## config.mk

```make
export PLATFORM = sky130hd
export DESIGN_NAME = jk_bank_sequencer
export DESIGN_NICKNAME = d
export VERILOG_FILES = /design/src/rtl/jk_bank_sequencer.sv
export SDC_FILE = /design/constraint.sdc
export NUM_CORES = 1
export LEC_CHECK = 0
export BUFFER_PORTS_ARGS = -buffer_cell sky130_fd_sc_hd__buf_2
export CAP_MARGIN = 20
export CORE_MARGIN = 3
export CORE_UTILIZATION = 48
export DETAILED_ROUTE_END_ITERATION = 8
export GPL_TIMING_DRIVEN = 1
export PLACE_DENSITY = 0.76
export SKIP_CTS_REPAIR_TIMING = 1
export SLEW_MARGIN = 20
export SYNTH_ARGS = -nofsm -noshare
export SYNTH_HDL_FRONTEND = slang
export SYNTH_SLANG_ARGS = --single-unit
export TNS_END_PERCENT = 100
```

## constraint.sdc

```tcl
create_clock -name clk -period 2.3 [get_ports clk]
set_input_delay 0.575 -clock clk [delete_from_list [all_inputs] [get_ports clk]]
set_output_delay 0.575 -clock clk [all_outputs]
set_load 0.02 [all_outputs]
```

## src/rtl/jk_bank_sequencer.sv

```systemverilog
// jk_bank_sequencer: command-driven J/K drive sequencer for a WIDTH-bit JK flip-flop bank
module jk_bank_sequencer #(
    parameter int WIDTH = 8,
    parameter int CNT_W = 8
) (
    input  logic             clk,
    input  logic             rst,
    input  logic             cmd_valid,
    output logic             cmd_ready,
    input  logic [2:0]       cmd_op,
    input  logic [WIDTH-1:0] cmd_data,
    input  logic [CNT_W-1:0] cmd_count,
    output logic [WIDTH-1:0] j_out,
    output logic [WIDTH-1:0] k_out,
    output logic [WIDTH-1:0] q,
    output logic             busy,
    output logic             done,
    output logic             err,
    output logic             wrap
);
    typedef enum logic [1:0] {IDLE, APPLY, COUNT, DONE} state_t;
    localparam logic [2:0] OP_CLEAR = 3'd1, OP_SET = 3'd2, OP_LOAD = 3'd3, OP_TOGGLE = 3'd4;
    localparam logic [2:0] OP_UP = 3'd5, OP_DOWN = 3'd6, OP_RSVD = 3'd7;
    state_t           state;
    logic [2:0]       op_r;
    logic [WIDTH-1:0] data_r, tq, t;
    logic [CNT_W-1:0] rem;
    // toggle bit i when every lower bit is 1 (up) or 0 (down)
    always_comb begin
        tq = (op_r == OP_UP) ? q : ~q;
        t = '0;
        for (int i = 0; i < WIDTH; i++) t[i] = &(tq | ~((WIDTH'(1) << i) - WIDTH'(1)));
    end
    assign j_out = (state == COUNT) ? t : (state != APPLY) ? '0 :
                   (op_r == OP_CLEAR) ? '0 : (op_r == OP_SET) ? '1 : data_r;
    assign k_out = (state == COUNT) ? t : (state != APPLY) ? '0 :
                   (op_r == OP_CLEAR) ? '1 : (op_r == OP_SET) ? '0 :
                   (op_r == OP_LOAD) ? ~data_r : data_r;
    assign cmd_ready = (state == IDLE);
    assign busy = (state == APPLY) || (state == COUNT);
    assign done = (state == DONE);
    assign err = done && (op_r == OP_RSVD);
    always_ff @(posedge clk or negedge rst) begin
        if (!rst) begin
            state  <= IDLE;
            op_r   <= '0;
            data_r <= '0;
            rem    <= '0;
            q      <= '0;
            wrap   <= 1'b0;
        end else begin
            q    <= (j_out & ~q) | (~k_out & q);
            wrap <= (state == COUNT) && ((op_r == OP_UP) ? &q : ~|q);
            case (state)
                IDLE: if (cmd_valid) begin
                    op_r   <= cmd_op;
                    data_r <= cmd_data;
                    rem    <= cmd_count;
                    state  <= (cmd_op >= OP_CLEAR && cmd_op <= OP_TOGGLE) ? APPLY :
                              ((cmd_op == OP_UP || cmd_op == OP_DOWN) && cmd_count != '0) ? COUNT : DONE;
                end
                APPLY: state <= DONE;
                COUNT: begin
                    rem <= rem - CNT_W'(1);
                    if (rem == CNT_W'(1)) state <= DONE;
                end
                default: state <= IDLE;
            endcase
        end
    end
endmodule

```

# Word level (Yosys, flattened, before mapping)
# Cells that the tools add are included.
# word_totals
inputBits	22
register_bits	30
word_cells	68
# op_classes
reduce_logical	21
add_sub_neg	1
bitwise_logic	6
magnitude_cmp	2
n_eq_ne	14
mux	18
# ops
cell	count
2-to-1 mux 8 bit	10
inverter 8 bit	3
bitwise AND 8 bit	2
case mux 8 bit (2 select lines)	1
equality test 3 bit, second input constant	4
equality test 8 x 1 -> 1 bit, second input constant	1
bitwise OR 8 bit	1
AND reduction 2 bit	4
AND reduction 8 bit	1
nonzero test 8 bit	1
OR reduction 8 bit	1
subtractor 8 x 1 -> 8 bit, second input constant	1
2-to-1 mux 7 bit	1
AND reduction 7 bit	1
equality test 3 x 2 -> 1 bit, second input constant	2
2-to-1 mux 2 bit	3
case mux 2 bit (3 select lines)	1
AND reduction 6 bit	1
AND reduction 5 bit	1
equality test 2 bit, second input constant	2
logical AND 1 bit	4
inequality test 2 x 1 -> 1 bit, second input constant	2
AND reduction 4 bit	1
equality test 3 x 1 -> 1 bit, second input constant	1
other kinds (10)	12

# Depth between registers and ports, before layout
# logic_depth
ltp_word	9
depth_mapped	8
ltp_nobuf	7

# Worst setup path before layout
# Ideal clock, no wire load.
# synth_path
path_kind	reg-to-output
start	register state[0]
end	output k_out[7]
slack_ns	0.000
stages_incl_launch_ff	8
n_path_buf	1
arrival_time_ns	1.725
required_ns	1.725
cell_sequence	dfrtp_1 > inv_1 > ha_1 > buf_4 > or3b_4 > mux2i_4 > o21ai_0 > o21ai_0
# synth_via
elab_chain_len	3
word_cells_on_any_way	4
# synth_lines
element	line_no	source
start: declaration	24	state_t state;
start signal: assignment	59	state <= (cmd_op >= OP_CLEAR && cmd_op <= OP_TOGGLE) ? APPLY :
inequality test 2 x 1 -> 1 bit	36	assign k_out = (state == COUNT) ? t : (state != APPLY) ? '0 :
2-to-1 mux 8 bit	36	
2-to-1 mux 8 bit *	36	
end: declaration	14	output logic [WIDTH-1:0] k_out,
# Mark *: on every way between the ends. The rest lies on a longest branch, timed or not.

# Worst setup path in the final report
# layout_path
start	register state[0]
end	output k_out[6]
# Same word-level chain as after synthesis.

==> metrics <==
status finished with violations; failing checks setup timing; M1 GR Usage between 20% and 30%; met3 global-route usage 6.29%; commonest non-fill, non-tap cells in the layout buf_2, dfrtp_1, buf_4; Seq cells post-synth 30; antenna cells 0; gr ovfl total 0; via count 2,152; Final min period 2620 ps; RePlAce Congestion 0.926; Async SR Flop Fraction 100%; Final Instance Count excl. Fillers 366; DRT Pass-1 Iters 5; Hold WC Path Type primary input to async pin; synth top area cells dfrtp_1, mux2_2, o21ai_0, a21oi_1, nand2_1; Syn Std Cell Area 2200 um2; Critical R2R Launch state[0]$_DFFE_PN0P_; Fillers 330; P per Cell Area between 1500 and 2000 nW/um2; cts bufs inserted 5; CORE AREA 4200 um2; clk buf depth 2; IO Port Bufs 50; Critical Path Sink Type output pin; CP Class register to output pin; Post-Place Cells 351; crit start category register; post-synth cell types 49; Final Cycle Share 114%; Iter 0 DRT Violations 185; vias in the first global route between 1,500 and 2,000; Crit path required time 1730 ps; CTS Sinks 30; # nets final 344; die area 5430 um2; maximum vdd ir drop 0.000903 V; Worst Skew about 12 ps; hpwl dp 3.98 mm; Synth top area share 34.2%; Worst Path Max Fanout 6; post-DR vias/cell 5.88; Synthesis Warnings 0; LEAKAGE 1.32 nW; Final ANT Viol Nets 0; All-Layer GR Usage about a fifth; critical path arrival 2050 ps; syn_area_per_cell 8.62 um2; initial antenna violation count 0; clock slew at reported path FFs 70 ps; Final Setup Violations 13; Die Wd 73.7 um; largest area contributor in the netlist dfrtp_1; CTS tree built; Root Buffer clkbuf_8; EDFF count, synth 0; met2 Use GR 30.7%; largest net degree at the start of global routing 31; worst-skew pair later-pin latency 290 ps; CTS H-tree lvls 2; commonest non-fill, non-tap cell in the layout buf_2; I/O pin cnt 51; slew margin rel. a little under three fifths; max-cap violations 0; final instance area 2750 um2; Synthesized Nets between 200 and 300; first-pass GRT wire length 8.74 mm; WL per Instance about 15 um; min setup slack post-route -320 ps; GR peak layer met2; final WL 5.63 mm; Hold Vio Cnt, Final 0; num rows 23; Initial Utilization 52.3%; layout cells sized above 1 36.4%; area delta synth->final 25.0%; Placed Area 2500 um2; ys flop type dfrtp_1; Die Span Y 73.7 um; setup repair after global routing missed its margin true; Mapped Cells 255; Fmax 0.382 GHz; DRC viols 0; Slew @ Worst Pin a little under 700 ps; Worst Setup SP state[0]$_DFFE_PN0P_; Slew Viols, Final 0; sequential share of the synthesized area 34.2%
registers in the layout, indices dropped and copies added, names as in the netlist:
| signal | cells |
|---|---|
| data_r | 8 |
| op_r | 3 |
| q | 8 |
| rem | 8 |
| state | 2 |
| wrap | 1 |
path summary, 6_finish.rpt:
kind / depth (start not counted) / endpoint / slack [ps]
min in group clk: 2 / data_r[6]$_DFFE_PN0P_ / 530
worst max-delay path: 8 / k_out[6] / -320
worst min register to register: 1 / op_r[0]$_DFFE_PN0P_ / 550
max in group asynchronous: 1 / op_r[2]$_DFFE_PN0P_ / 1500
worst max register to register: 7 / q[5]$_DFF_PN0_ / 320
worst min-delay path: 1 / rem[3]$_DFFE_PN0P_ / 310
layer usage:
layer	share of wire [%]	wire length, um
met3	8.0	452
met4	2.1	121
met5	0	0
met2	47	2630
met1	43	2420
cells in the mapped netlist (4+ instances only):
master	n
ha_1	6
nand4_1	4
o21a_1	8
nor2_1	19
dfrtp_1	30
nand3_1	6
nand2b_1	4
a21oi_1	20
mux2i_1	5
mux2_2	17
o21ai_0	28
a211oi_1	4
inv_1	14
nor3_1	6
clkbuf_1	10
nand2_1	22
or4_1	5
where the power goes:
group          internal (W)  total, W  switching, W
clock network      0.000208  0.000400      0.000192
registers          0.000805   0.00112      0.000316
logic               0.00131   0.00294       0.00163
total               0.00232   0.00446       0.00214
critical path, stage by stage (launching register included):
cell      delay [ps]
dfrtp_1          390
inv_2             80
ha_4             130
or3b_4           380
mux2i_4          290
o21ai_2          100
a21boi_2         170
inv_1            100
buf_6            120
kinds of logic after synthesis:
| family | Yosys count | share of synthesized area, % |
|---|---|---|
| AOI/OAI and AO/OA | 80 | 22.1 |
| xor gates and xnor gates | 4 | 1.59 |
| DFF | 30 | 34.2 |
| buffers and inverters | 30 | 6.72 |
| adders and majority gates | 6 | 3.42 |
| and+or+nand+nor | 81 | 19.3 |
| muxes | 24 | 12.7 |
cell type report:
class | count | area [um2] | share of cell area, %
Multi-Input combinational cell | 195 | 1350 | 49.2
Sequential cell | 30 | 753 | 27.4
Timing Repair Buffer | 70 | 450 | 16.4
Clock buffer | 7 | 76.3 | 2.78
Tap cell | 50 | 62.6 | 2.28
Inverter | 14 | 52.6 | 1.91
stage by stage:
stage | total power, W | utilization, % | hold WS, ps | setup TNS, ps | worst slack [ps]
floorplan | 0.00300 | - | 279 | 0 | 0.136
global placement | 0.00368 | 59.6 | 555 | 0 | 79.1
detailed placement | 0.00372 | 59.6 | 568 | 0 | 32.6
CTS | 0.00414 | 61.4 | 343 | -2950 | -277
global route | 0.00480 | 65.4 | 363 | -4180 | -397
finish | 0.00446 | 65.4 | 315 | -3150 | -320
Note: power is estimated with default switching activity, not from simulation.
